## src/rtl/dsp_aw_w_order_ctrl_if.sv

```systemverilog
// rtl/dsp_aw_w_order_ctrl_if.sv - AW/W ordering bundle between master port, AW path and W dispatcher
interface dsp_aw_w_order_ctrl_if #(
    parameter int ADDR_WIDTH = 32,
    parameter int SLV_ID_W   = 1,
    parameter int CNT_W      = 3
);
    logic [ADDR_WIDTH-1:0] m_AWADDR_i;
    logic                  m_AWVALID_i;
    logic                  aw_slv_ready_i;
    logic                  m_AWREADY_o;
    logic                  m_WVALID_i;
    logic                  m_WLAST_i;
    logic                  m_WREADY_i;
    logic [SLV_ID_W-1:0]   dsp_AW_slv_id_o;
    logic                  dsp_AW_disable_o;
    logic [CNT_W-1:0]      outst_cnt_o;

    modport slave (
        input  m_AWADDR_i, m_AWVALID_i, aw_slv_ready_i,
        input  m_WVALID_i, m_WLAST_i, m_WREADY_i,
        output m_AWREADY_o, dsp_AW_slv_id_o, dsp_AW_disable_o, outst_cnt_o
    );

    modport master (
        output m_AWADDR_i, m_AWVALID_i, aw_slv_ready_i,
        output m_WVALID_i, m_WLAST_i, m_WREADY_i,
        input  m_AWREADY_o, dsp_AW_slv_id_o, dsp_AW_disable_o, outst_cnt_o
    );
endinterface

```

## src/rtl/dsp_aw_w_order_ctrl.sv

```systemverilog
// rtl/dsp_aw_w_order_ctrl.sv - outstanding-write FIFO steering W beats in AW acceptance order
module dsp_aw_w_order_ctrl #(
    parameter int SLV_AMT        = 2,
    parameter int ADDR_WIDTH     = 32,
    parameter int SLV_ID_W       = $clog2(SLV_AMT),
    parameter int SLV_ID_MSB_IDX = 30,
    parameter int SLV_ID_LSB_IDX = 30,
    parameter int OUTST_DEPTH    = 4
) (
    input  logic                  ACLK_i,
    input  logic                  ARESET_i,
    dsp_aw_w_order_ctrl_if.slave  bus
);
    localparam int PTR_W = $clog2(OUTST_DEPTH);
    localparam int CNT_W = PTR_W + 1;

    logic [SLV_ID_W-1:0] mem_q [OUTST_DEPTH];
    logic [PTR_W-1:0]    wr_ptr_q, wr_ptr_d;
    logic [PTR_W-1:0]    rd_ptr_q, rd_ptr_d;
    logic [CNT_W-1:0]    cnt_q, cnt_d;

    logic [ADDR_WIDTH-1:0] awaddr;
    logic [SLV_ID_W-1:0]   aw_slv_id;
    logic                  full, empty, aw_ready, aw_hs, w_last_hs;
    logic                  unused_awaddr_bits;

    assign awaddr             = bus.m_AWADDR_i;
    assign aw_slv_id          = awaddr[SLV_ID_MSB_IDX:SLV_ID_LSB_IDX];
    assign unused_awaddr_bits = ^awaddr;

    // Flags come from the registered count only, so a same-cycle pop never reopens AWREADY.
    assign full      = (cnt_q == CNT_W'(OUTST_DEPTH));
    assign empty     = (cnt_q == '0);
    assign aw_ready  = bus.aw_slv_ready_i & ~full;
    assign aw_hs     = bus.m_AWVALID_i & aw_ready;
    assign w_last_hs = bus.m_WVALID_i & bus.m_WREADY_i & bus.m_WLAST_i & ~empty;

    always_comb begin
        wr_ptr_d = wr_ptr_q;
        rd_ptr_d = rd_ptr_q;
        cnt_d    = cnt_q;
        if (aw_hs) begin
            wr_ptr_d = wr_ptr_q + PTR_W'(1);
        end
        if (w_last_hs) begin
            rd_ptr_d = rd_ptr_q + PTR_W'(1);
        end
        case ({aw_hs, w_last_hs})
            2'b10:   cnt_d = cnt_q + CNT_W'(1);
            2'b01:   cnt_d = cnt_q - CNT_W'(1);
            default: cnt_d = cnt_q;
        endcase
    end

    always_ff @(posedge ACLK_i) begin
        if (ARESET_i) begin
            wr_ptr_q <= '0;
            rd_ptr_q <= '0;
            cnt_q    <= '0;
            for (int i = 0; i < OUTST_DEPTH; i++) begin
                mem_q[i] <= '0;
            end
        end else begin
            wr_ptr_q <= wr_ptr_d;
            rd_ptr_q <= rd_ptr_d;
            cnt_q    <= cnt_d;
            if (aw_hs) begin
                mem_q[wr_ptr_q] <= aw_slv_id;
            end
        end
    end

    assign bus.m_AWREADY_o      = aw_ready;
    assign bus.dsp_AW_slv_id_o  = mem_q[rd_ptr_q];
    assign bus.dsp_AW_disable_o = empty;
    assign bus.outst_cnt_o      = cnt_q;
endmodule

```

## src/flat_wrapper.sv

```systemverilog
// flat-port wrapper written by rule: the top's interface ports become plain ports
module dsp_aw_w_order_ctrl_flat 
#(
    parameter int SLV_AMT        = 2,
    parameter int ADDR_WIDTH     = 32,
    parameter int SLV_ID_W       = $clog2(SLV_AMT),
    parameter int SLV_ID_MSB_IDX = 30,
    parameter int SLV_ID_LSB_IDX = 30,
    parameter int OUTST_DEPTH    = 4
)
  (ACLK_i, ARESET_i, bus_m_AWADDR_i, bus_m_AWVALID_i, bus_aw_slv_ready_i, bus_m_WVALID_i, bus_m_WLAST_i, bus_m_WREADY_i, bus_m_AWREADY_o, bus_dsp_AW_slv_id_o, bus_dsp_AW_disable_o, bus_outst_cnt_o);
  dsp_aw_w_order_ctrl_if #(.ADDR_WIDTH(ADDR_WIDTH), .SLV_ID_W(SLV_ID_W), .CNT_W(3)) bus_i ();
  input  logic ACLK_i;
  input  logic ARESET_i;
  input wire logic [$bits(bus_i.m_AWADDR_i)-1:0] bus_m_AWADDR_i;
  input wire logic [$bits(bus_i.m_AWVALID_i)-1:0] bus_m_AWVALID_i;
  input wire logic [$bits(bus_i.aw_slv_ready_i)-1:0] bus_aw_slv_ready_i;
  input wire logic [$bits(bus_i.m_WVALID_i)-1:0] bus_m_WVALID_i;
  input wire logic [$bits(bus_i.m_WLAST_i)-1:0] bus_m_WLAST_i;
  input wire logic [$bits(bus_i.m_WREADY_i)-1:0] bus_m_WREADY_i;
  output wire logic [$bits(bus_i.m_AWREADY_o)-1:0] bus_m_AWREADY_o;
  output wire logic [$bits(bus_i.dsp_AW_slv_id_o)-1:0] bus_dsp_AW_slv_id_o;
  output wire logic [$bits(bus_i.dsp_AW_disable_o)-1:0] bus_dsp_AW_disable_o;
  output wire logic [$bits(bus_i.outst_cnt_o)-1:0] bus_outst_cnt_o;
  assign bus_i.m_AWADDR_i = bus_m_AWADDR_i;
  assign bus_i.m_AWVALID_i = bus_m_AWVALID_i;
  assign bus_i.aw_slv_ready_i = bus_aw_slv_ready_i;
  assign bus_i.m_WVALID_i = bus_m_WVALID_i;
  assign bus_i.m_WLAST_i = bus_m_WLAST_i;
  assign bus_i.m_WREADY_i = bus_m_WREADY_i;
  assign bus_m_AWREADY_o = bus_i.m_AWREADY_o;
  assign bus_dsp_AW_slv_id_o = bus_i.dsp_AW_slv_id_o;
  assign bus_dsp_AW_disable_o = bus_i.dsp_AW_disable_o;
  assign bus_outst_cnt_o = bus_i.outst_cnt_o;
  dsp_aw_w_order_ctrl #(.SLV_AMT(SLV_AMT), .ADDR_WIDTH(ADDR_WIDTH), .SLV_ID_W(SLV_ID_W), .SLV_ID_MSB_IDX(SLV_ID_MSB_IDX), .SLV_ID_LSB_IDX(SLV_ID_LSB_IDX), .OUTST_DEPTH(OUTST_DEPTH)) u_core (.ACLK_i(ACLK_i), .ARESET_i(ARESET_i), .bus(bus_i));
endmodule
```

## config.mk

```make
export PLATFORM = sky130hd
export DESIGN_NAME = dsp_aw_w_order_ctrl_flat
export DESIGN_NICKNAME = d
export VERILOG_FILES = /design/src/rtl/dsp_aw_w_order_ctrl_if.sv /design/src/rtl/dsp_aw_w_order_ctrl.sv /design/src/flat_wrapper.sv
export SDC_FILE = /design/constraint.sdc
export NUM_CORES = 1
export LEC_CHECK = 0
export CAP_MARGIN = 20
export CORE_AREA = 2 2 50 52
export DETAILED_ROUTE_END_ITERATION = 10
export DIE_AREA = 0 0 52 54
export DONT_BUFFER_PORTS = 1
export PLACE_DENSITY = 0.45
export SYNTH_ARGS = -nofsm -noshare
export SYNTH_HDL_FRONTEND = slang
export SYNTH_SLANG_ARGS = --single-unit
```

## constraint.sdc

```tcl
create_clock -name ACLK_i -period 5.35 [get_ports ACLK_i]
set_clock_uncertainty 0.2 [all_clocks]
set_input_delay 1.07 -clock ACLK_i [delete_from_list [all_inputs] [get_ports ACLK_i]]
set_output_delay 1.07 -clock ACLK_i [all_outputs]
set_load 0.005 [all_outputs]
```

# == Yosys cells after proc, flatten, opt, wreduce, memory -nomap -nowiden ==
# Memory sizes are Yosys's and may differ from the RTL's. A register that Yosys moved wholly into a read port is not among the register bits.
# Index checks and enable logic that the tools add are counted.
# W data, S select, Z words.
# word_totals
register_bits,7
ramBits,4
elab_cells,32
output_inout_bits,6
memories,1
# op_classes
reduce_logical,3
eq_ne,3
n_addsub,4
bitwise,7
muxes,11
# mem_list
name,depth,word_bits,rd,rd_clocked_by_memory_dff,write_ports,line_no,rtl
u_core.mem_q,4,1,1,1,4,dsp_aw_w_order_ctrl.sv:17,logic [SLV_ID_W-1:0] mem_q [OUTST_DEPTH];
# ops
op,count
$mux W1,7
$mux W2,3
$pmux W3 S2,1
$and A1 B1 Y1,5
$add A2 B1 Y2 const B,2
$add A3 B1 Y3 const B,1
$eq A3 B3 Y1 const B,1
$logic_not A3 Y1,1
$sub A3 B1 Y3 const B,1
$eq A2 B1 Y1 const B,1
$eq A2 B2 Y1 const B,1
$not A1 Y1,2
$reduce_bool A2 Y1,1
$reduce_or A1 Y1,1

# == Depth between registers and ports, before layout ==
# Gate-level depths: netlist (run 1).
# logic_depth
depth_word,9
depth_mapped,10
ltp_nobuf,9

# == Worst setup path before layout (run 1) ==
# OpenSTA, ideal clock, no wires.
# synth_timing
path_type,input to register
startpoint,input port bus_aw_slv_ready_i
endpoint,"register u_core.cnt_q[2], in the netlist u_core.bus.outst_cnt_o[2]"
t_required_ps,5079
path_slack_ps,2275
setup_ps,71
path_buffers,1
t_arrival_ps,2805
cell_stages,10
cell_sequence,and2_1 > and2_4 > buf_6 > inv_1 > ha_1 > inv_1 > fa_1 > xor2_1 > or3_2 > a21oi_1
# synth_via
elab_chain_cells,4
elab_cells_between_ends,6
cone_classes,eq/ne: 2; mux: 1; bitwise: 2; reduce/logical: 1
# synth_lines
item,line_no,rtl
start: declaration,flat_wrapper.sv:17,input wire logic [$bits(bus_i.aw_slv_ready_i)-1:0] bus_aw_slv_ready_i;
$and A1 B1 Y1 *,dsp_aw_w_order_ctrl.sv:34,assign aw_ready = bus.aw_slv_ready_i & ~full;
$and A1 B1 Y1 *,dsp_aw_w_order_ctrl.sv:35,assign aw_hs = bus.m_AWVALID_i & aw_ready;
$eq A2 B1 Y1 or $eq A2 B2 Y1 (tied branches),dsp_aw_w_order_ctrl.sv:48,"case ({aw_hs, w_last_hs})"
$pmux W3 S2 or $reduce_bool A2 Y1 (tied branches),-,
end signal: assignment,dsp_aw_w_order_ctrl.sv:66,cnt_q <= cnt_d;
end: declaration,dsp_aw_w_order_ctrl.sv:20,"logic [CNT_W-1:0] cnt_q, cnt_d;"
# Every way passes the cells marked *; elsewhere a longest branch is shown, timed or not.
# A chain may end at the register's enable or synchronous reset.

# == Final worst setup path (run 1) ==
# Same ends and word-level chain as after synthesis.

==> flow_summary.yaml, run 1 <==
logic_synthesis:
  synth_area_um2: 652
  yosysSeqAreaShare_pct: 46.1
  synth_top_area_share_pct: 27.6
  synth_edf_count: 4
  synth.distinct_cells: 26
  avgSynthCellArea_um2: 10.2
  yosys_register_bits: 13
  synth_fp_nets: 105
  ys_warn_count: 0
  async_reset_ff_share_pct: 0
  yosysTopAreaCell: "dfxtp_1"
  dominantRegCellSynth: "dfxtp_1"
  synthCells: 64
  synthTopCellsByArea: "dfxtp_1, edfxtp_1, a31o_1"
hold_path:
  hold_path_class: "reg2reg"
  whs_path_depth: 2
  min_from: "u_core.rd_ptr_q[1]"
  min_to: "u_core.rd_ptr_q[1]"
critical_path:
  critPathArrivalTime_ps: 2830
  worstSetupPathType: "in2reg"
  crit_fanout: 6
  cp-end-kind: "flip-flop"
  ff2ff_setup_slack_ps: 2700
  worst_setup_path_start_kind: "primary input"
  r2r_cells: 9
  reg2reg_from: "u_core.bus.outst_cnt_o[2]"
  r2r-end: "u_core.bus.outst_cnt_o[2]"
  crit_required_ps: 5360
timing:
  worst_pin_slew_ps: 444
  grt_setup_unrepaired: "false"
  fin_ws_ps: 2530
  min_period_ps: 2820
  slew_headroom_pct: 70.1
  finalSetupViolCount: 0
  hold_viol_final: 0
  fmax_mhz: 355
  whs_ps: 294
  final-max-slew-violation-count: 0
  period_share_pct: 52.6
  fin_setup_tns_ps: 0
clock_tree:
  worstSkewPairLatency_ps: 270
  cts_buffers: 3
  cts_resized: 0
  clockBufferDepth: 2
  path_clk_slew_ps: 80
  cts_hold_buf: 0
  clock-sinks: 13
  postCtsSetupBuffers: 0
  cts-root-buf: "clkbuf_4"
  cts_tree: "built"
  htreeDepth: 1
grt:
  grt_pass1_wl_um: 1990
  overflow: 0
  grt_usage_pct: 9.85
  grt_pass1_vias: 460
  grt_max_degree: 15
  antenna_found_initial: 0
floorplanning:
  io-pin-count: 45
  coreArea_um2: 2320
  die-width_um: 52
  die_area_um2: 2810
  die_h_um: 54
  rows: 18
  start_util_pct: 28.1
final_layout:
  drive_gt1_share_pct: 16.7
  diodes: 0
  area_growth_pct: 7.49
  nNetsFinal: 108
drt:
  viasPerCell: 4.73
  ant_nets: 0
  routedWlPerCell_um: 11.7
  finalWirelength_um: 1120
  drt_first_iter_violations: 8
  firstDrtPassIters: 4
  vias: 454
  drcViolationCount: 0
power:
  ir_worst_vdd_mv: 0.186
  powerDensity_nw_per_um2: 269
  p_leak_nw: 0.244
run_status:
  status: "completed"
run:
  max-cap-violations: 0
placement:
  gp_congestion: 0.632
  pre_cts_ws_ps: 2260
  portBuffers: 0
  dp_hpwl_um: 808
worst max-delay path: stages:
cell and delay (ps):
and2_1 190, and2_4 200, inv_1 50, ha_1 170, inv_1 60, fa_1 380, xor2_1 170, or3_2 410
a21oi_1 140
kinds of logic after synthesis:
| group | after synthesis | share of synthesized area [%] |
|---|---|---|
| AND/OR/NAND/NOR | 22 | 19.0 |
| AO/OA/AOI/OAI | 13 | 14.0 |
| flip-flops | 13 | 46.1 |
| buffers and inverters | 9 | 6.33 |
| multiplexers | 3 | 6.91 |
| XOR/XNOR | 2 | 2.69 |
| adder cells (fa/ha/maj) | 2 | 4.99 |
where the power goes:
part / total [mW] / internal, mW / switching, mW / leakage (nW)
clock: 0.0593 / 0.0289 / 0.0305 / 0.0150
combinational: 0.0189 / 0.00871 / 0.0102 / 0.115
sequential: 0.110 / 0.106 / 0.00455 / 0.115
cell usage in the layout (no fill, tap or decap):
cell type / synthesis / layout
dfxtp_1: 9 / 9
or3_2: 1 / 1
nor2_1: 6 / 6
a21oi_1: 4 / 4
edfxtp_1: 4 / 4
or3_1: 1 / 1
xor2_1: 2 / 2
nor2b_1: 2 / 2
or3b_4: 1 / 1
nor3_1: 4 / 4
clkbuf_1: 1 / 1
a21o_2: 1 / 1
nand4_1: 1 / 1
nand3_1: 3 / 3
and2_4: 1 / 1
fa_1: 1 / 1
and2_1: 1 / 1
clkbuf_4: 0 / 3
a311oi_1: 1 / 1
inv_1: 7 / 7
a31o_1: 5 / 5
ha_1: 1 / 1
o21ai_0: 2 / 2
mux4_2: 1 / 1
mux2_2: 2 / 2
and2_2: 1 / 1
cells in the mapped netlist (2+ instances only):
cell type,number
nor2b_1,2
mux2_2,2
a31o_1,5
dfxtp_1,9
nor3_1,4
edfxtp_1,4
inv_1,7
o21ai_0,2
a21oi_1,4
xor2_1,2
nor2_1,6
nand3_1,3
final cells by class:
cell class,instances,area [µm²]
Fill cell,249,1620
Multi-Input combinational cell,42,310
Sequential cell,13,300
Tap cell,30,37.5
Clock buffer,4,26.3
Inverter,7,26.3
metrics by stage:
stage | cells | power (mW) | util [%] | area [µm²]
final | 96 | 0.189 | 30.2 | 701
after global routing | 96 | 0.199 | 30.2 | 701
after CTS | 96 | 0.193 | 30.2 | 701
after detailed placement | 92 | 0.131 | 29.1 | 674
after global placement | 92 | 0.131 | 29.1 | 674
after floorplan | 64 | 0.129 | - | 652
how the worst max path moves through the flow:
stage / from / endpoint / slack (ps) / cells past startpoint
final: bus_aw_slv_ready_i / u_core.bus.outst_cnt_o[2] / 2530 / 9
after global routing: bus_aw_slv_ready_i / u_core.bus.outst_cnt_o[2] / 2440 / 9
after CTS: bus_aw_slv_ready_i / u_core.bus.outst_cnt_o[2] / 2560 / 9
after detailed placement: bus_aw_slv_ready_i / u_core.bus.outst_cnt_o[2] / 2260 / 9
after global placement: bus_aw_slv_ready_i / u_core.bus.outst_cnt_o[2] / 2280 / 9
after floorplan: bus_aw_slv_ready_i / u_core.bus.outst_cnt_o[2] / 2270 / 10
layer usage:
layer  up-vias  routed length [µm]  GRT usage [%]
met2         9                 557           15.2
met3         0                  60           4.44
met1       209                 505           12.5
li1        236                   -              -
met5         -                   0              0
met4         0                   0           2.63
(Power assumes the default switching activity.)
==> run 2: changes to the inputs <==
PLACE_DENSITY = 0.47   (was 0.45)
clock period = 2.54 ns   (was 5.35 ns; I/O delays follow)
==> run 2 against run 1 <==
Net effect: via count grew 4.2%; utilization grew 2.8 points; global-route usage shrank 0.60 points; hold slack lost 200 ps; total power grew 120%; worst setup slack lost 2400 ps; sequential power grew 110%; register-to-register slack lost 2600 ps.
==> flow_summary.yaml, run 2 (synthesis gave the netlist of run 1 again) <==
critical_path:
  crit_path_max_incr_delay_ps: 430
  critPathArrivalTime_ps: 2440
  crit_buf_inv: 2
  cp-end-kind: "flip-flop"
  worst_path_most_repeated_cell: "inv_1"
  worstSetupPathType: "reg2reg"
  slowest_stage: "or3_2"
  crit_required_ps: 2540
  critical-path-top-delay-family: "simple AND/OR/NAND/NOR gates"
  worstPathCellList: "or3b_4 > and2_4 > inv_1 > ha_2 > inv_1 > fa_2 > xor2_1 > or3_2 > a21oi_2"
  worst_setup_path_start_kind: "flip-flop"
  crit_fanout: 2
power:
  ir_worst_vdd_mv: 0.214
  combinationalPowerShare_pct: 13.7
  intPower_mw: 0.312
  p_leak_nw: 0.279
  total_power_mw: 0.406
  powerDensity_nw_per_um2: 531
  p_seq_share_pct: 56.3
  swShare_pct: 23.2
  p_sw_mw: 0.0941
  clkPwrFrac_pct: 30.0
clock_tree:
  cts_tree: "built"
  clockBufferDepth: 2
  htreeDepth: 1
  worstSkewPairLatency_ps: 260
  cts_buffers: 3
  path_clk_slew_ps: 80
  cts-root-buf: "clkbuf_4"
  cts_hold_buf: 0
  clock-sinks: 13
final_layout:
  area_growth_pct: 17.3
  diodes: 0
  final_util_pct: 33.0
  drive_gt1_share_pct: 31.5
  final_cell_mix: "inv_1, dfxtp_1, buf_4, nor2_1, a31o_1"
  final_area_um2: 764
  nNetsFinal: 115
hold_path:
  hold_path_class: "in2reg"
drt:
  finalWirelength_um: 1110
  viasPerCell: 4.59
  ant_nets: 0
  routedWlPerCell_um: 10.8
  drt_first_iter_violations: 2
  drcViolationCount: 0
  vias: 473
  firstDrtPassIters: 3
floorplanning:
  start_util_pct: 28.1
  die_h_um: 54
  die_area_um2: 2810
  die-width_um: 52
  coreArea_um2: 2320
  io-pin-count: 45
  rows: 18
timing:
  fmax_mhz: 410
  grt_setup_unrepaired: "false"
  worst_pin_slew_ps: 268
  whs_ps: 92.7
  fin_setup_tns_ps: 0
  slew_headroom_pct: 82.0
  min_period_ps: 2440
  hold_viol_final: 0
  final-max-slew-violation-count: 0
  period_share_pct: 96.1
  finalSetupViolCount: 0
placement:
  dp_hpwl_um: 870
  gp_congestion: 0.691
  placed_area_um2: 727
  portBuffers: 0
grt:
  grt_max_degree: 15
  grt_pass1_wl_um: 1860
  grt_usage_pct: 9.25
  antenna_found_initial: 0
  overflow: 0
  grt_pass1_vias: 447
run_status:
  status: "completed"
run:
  max-cap-violations: 0
==> run 2: power by group through the flow <==
stage / clock [mW] / combinational, mW / sequential, mW
after global placement: 0 / 0.0532 / 0.234
final: 0.122 / 0.0556 / 0.229
after detailed placement: 0 / 0.0539 / 0.234
after CTS: 0.128 / 0.0548 / 0.229
after floorplan: 0 / 0.0383 / 0.235
after global routing: 0.139 / 0.0622 / 0.230
==> run 2: through the flow <==
| stage | cells | setup slack [ps] |
|---|---|---|
| after floorplan | 64 | 16.2 |
| after global placement | 98 | 82.1 |
| after detailed placement | 98 | 73.4 |
| after CTS | 102 | 50.1 |
| after global routing | 103 | 2.45 |
| final | 103 | 99.8 |
==> run 2: metal layers <==
layer / global-route usage [%] / share of wire, %
met4: 6.58 / 2.4
met2: 14.3 / 53
met3: 2.50 / 2.6
met1: 11.1 / 42
met5: 0 / 0
==> run 2: final cells by class <==
| class | instances | area [µm²] |
|---|---|---|
| repair buffers | 7 | 52.6 |
| flip-flops and latches | 13 | 303 |
| multi-input cells | 42 | 319 |
| fillers | 251 | 1560 |
| well taps | 30 | 37.5 |
| clock buffers | 4 | 26.3 |
| inverters | 7 | 26.3 |
==> run 2: final timing paths <==
| path | slack, ps | end | startpoint | cells past startpoint |
|---|---|---|---|---|
| worst max register to register | 100 | u_core.bus.outst_cnt_o[2] | u_core.bus.outst_cnt_o[0] | 9 |
| worst min-delay path | 90 | u_core.bus.outst_cnt_o[2] | ARESET_i | 1 |
| worst min register to register | 310 | u_core.rd_ptr_q[1] | u_core.rd_ptr_q[1] | 2 |
| worst max-delay path | 100 | u_core.bus.outst_cnt_o[2] | u_core.bus.outst_cnt_o[0] | 9 |
==> run 2: what timing repair did <==
| item | CTS | global route |
|---|---|---|
| endpoints found under the setup margin | 0 | 1 |
| setup buffers | 0 | 1 |
| endpoints found under the hold margin | 0 | 0 |
| resized for setup | 0 | 1 |
==> RTL edit, RTL diff (settings of run 2) <==
Reset style: asynchronous (`ARESET_i`), changed in one clocked block.
--- a/src/rtl/dsp_aw_w_order_ctrl.sv
+++ b/src/rtl/dsp_aw_w_order_ctrl.sv
@@ -53,5 +53,5 @@
     end
 
-    always_ff @(posedge ACLK_i) begin
+    always_ff @(posedge ACLK_i or posedge ARESET_i) begin
         if (ARESET_i) begin
             wr_ptr_q <= '0;
Behaviour: differs if ARESET_i is asserted again (counterexample within 4 cycles, from zero or initial values and one cycle with ARESET_i high); with ARESET_i held inactive, the same outputs for 10 cycles.
==> RTL edit against run 2 <==
- utilization fell by 2.6 points
- non-clock buffer count down 5
- cell area is 7.9% lower
- wire length is 17% lower
- synthesized cell count decreased by 22%
- setup slack better by 170 ps
- via count fell by 23%
- count of clock-buffer cells in the layout shrank 1
- synthesized area shrank 4.6%
- global-route usage decreased by 1.7 points
- sequential cell count down 2
- critical path type unchanged
- largest cell class unchanged
Power is not compared: it rests on default switching activity, and its combinational part moved more than twofold at a synthesized area within 25%.
==> RTL edit: results (changes against run 2) <==
Clocking
  – CTS clk-pin slew, worst paths: 70 ps
  – Clock Latency Late Sink: 260 ps (about the same)
  – Htree depth: 1 (unchanged)
  – Cts bufs inserted: 3 (unchanged)
  – CTS max path bufs: 2 (unchanged)
  – Cell chosen for the clock root: clkbuf_4

Synth
  – Yosys warns: 0 (unchanged)
  – Syn_nets: 95 (-9.5%)
  – Ys async rst share: 100.0% (+100 points)
  – Sequential area share after synthesis: 44.27% (-1.8 points)
  – Synth cell types: 18 (-31%)
  – Post-synth top cells: dfrtp_1 (11), inv_1 (7), ha_1 (5), nor3b_1 (5)
  – Syn Area/Cell: 12.44 µm² (+22%)
  – Dominant cells by area after synthesis: dfrtp_1 (44%), ha_1 (10%), mux2_1 (7.2%), nor3b_1 (6.0%), xor2_1 (5.6%)
  – Main synth FF type: dfrtp_1

Final layout
  – N_diodes: 0 (unchanged)
  – Final nets: 102 (-11%)
  – Reg with most FFs: u_core.mem_q
  – Layout cells sized above 1: 17.86% (-14 points)
  – Max reg flops: 4
  – Cell Count, Final, Fillers Out: 86 (-17%)

Worst setup path
  – CP delay by family, top: simple AND/OR/NAND/NOR gates
  – Reg-to-reg slack, setup: 270 ps (+170 ps)
  – Slowest CP cell: dfrtp_1
  – Critical Path Fanout Max: 6 (+4)
  – Worst Path Arrival: 2260 ps (-180 ps)
  – Slowest cell delay on critical path: 470 ps (+40 ps)

Power and ir drop
  – Clock share of power: 15.0%
  – Cell Int Power: 0.0004906 W
  – Lkg Pwr: 0.3245 nW
  – Switching Share: 35.01%
  – Max VDD drop: 0.0004660 V
  – P_seq: 0.000358 W

Place
  – Placed insts: 81 (-17%)
  – Placed cell area: 666.9 µm² (-8.3%)
  – Global placement routability congestion: 0.6526 (-5.6%)
  – Hpwl dp: 772.8 µm (-11%)
  – Setup Slack @ Placement: 263.2 ps (+189.8 ps)

GRT
  – Vias in the first global route: 351 (-21%)
  – First-pass GRT wire length: 1.462 mm (-21%)
  – Initial antenna violation count: 0 (unchanged)
  – Global Route Usage Sum: 7.593% (-1.7 points)
  – Largest net degree at the start of global routing: 12 (-3)

Routing
  – Post-Route WL: 920 µm (-17%)
  – DR iter-0 viols: 1 (-1)
  – Post-DR vias/cell: 4.233 (-7.8%)
  – Pre-Repair DR Iteration Count: 2 (-1)

STA
  – Hold slack: 182.9 ps (+90.24 ps)
  – Max frequency: 440.8 MHz (+7.6%)
  – Slew @ Worst Pin: 423.8 ps (+155.4 ps)

Hold path
  – Hold crit path type: in -> reg

Outcome
  – Outcome: complete, no violations

Die
  – Core region area: 2320 µm² (unchanged)
[RTL edit: kinds of logic (layout without fill, tap and decap cells)]
family	after synthesis	after routing	synth area share (%)
adders and majority gates	6	6	13.28
and+or+nand+nor	13	13	14.89
buffers and inverters	7	13	4.226
muxes	7	7	14.89
DFF	11	11	44.26
xor gates and xnor gates	6	6	8.451
[RTL edit: area by class of cell]
| type | count | area (µm²) |
|---|---|---|
| well taps | 30 | 37.54 |
| clock buffers | 3 | 22.52 |
| repair buffers | 2 | 17.52 |
| inverters | 7 | 26.28 |
| flip-flops and latches | 11 | 275.3 |
| fillers | 232 | 1615 |
| clock inverters | 1 | 5.005 |
| multi-input cells | 32 | 320.3 |
[RTL edit: per-layer routing]
layer	share of wire [%]	wire length (µm)	track usage, %
met1	47	435	8.998
met2	46	424	11.18
met3	4.3	40	1.389
met4	2.1	19	7.895
met5	0	0	0
[RTL edit: worst paths after layout]
check / cells past startpoint / end / from
min reg2reg: 1 / u_core.rd_ptr_q[1]$_DFFE_PP0P_ / u_core.rd_ptr_q[1]$_DFFE_PP0P_
min: 1 / u_core.mem_q[2]$_DFFE_PP0P_ / bus_m_AWADDR_i[30]
min in group asynchronous: 2 / u_core.bus.outst_cnt_o[2]$_DFFE_PP0P_ / ARESET_i
max: 9 / u_core.bus.outst_cnt_o[2]$_DFFE_PP0P_ / u_core.bus.outst_cnt_o[0]$_DFFE_PP0P_
max in group asynchronous: 2 / u_core.bus.outst_cnt_o[0]$_DFFE_PP0P_ / ARESET_i
max reg2reg: 9 / u_core.bus.outst_cnt_o[2]$_DFFE_PP0P_ / u_core.bus.outst_cnt_o[0]$_DFFE_PP0P_
[RTL edit: what timing repair did]
item,4_1_cts,5_1_grt
setup endpoints to repair,0,0
gates resized for setup,0,0
hold buffers,1,0
hold endpoints to repair,11,0
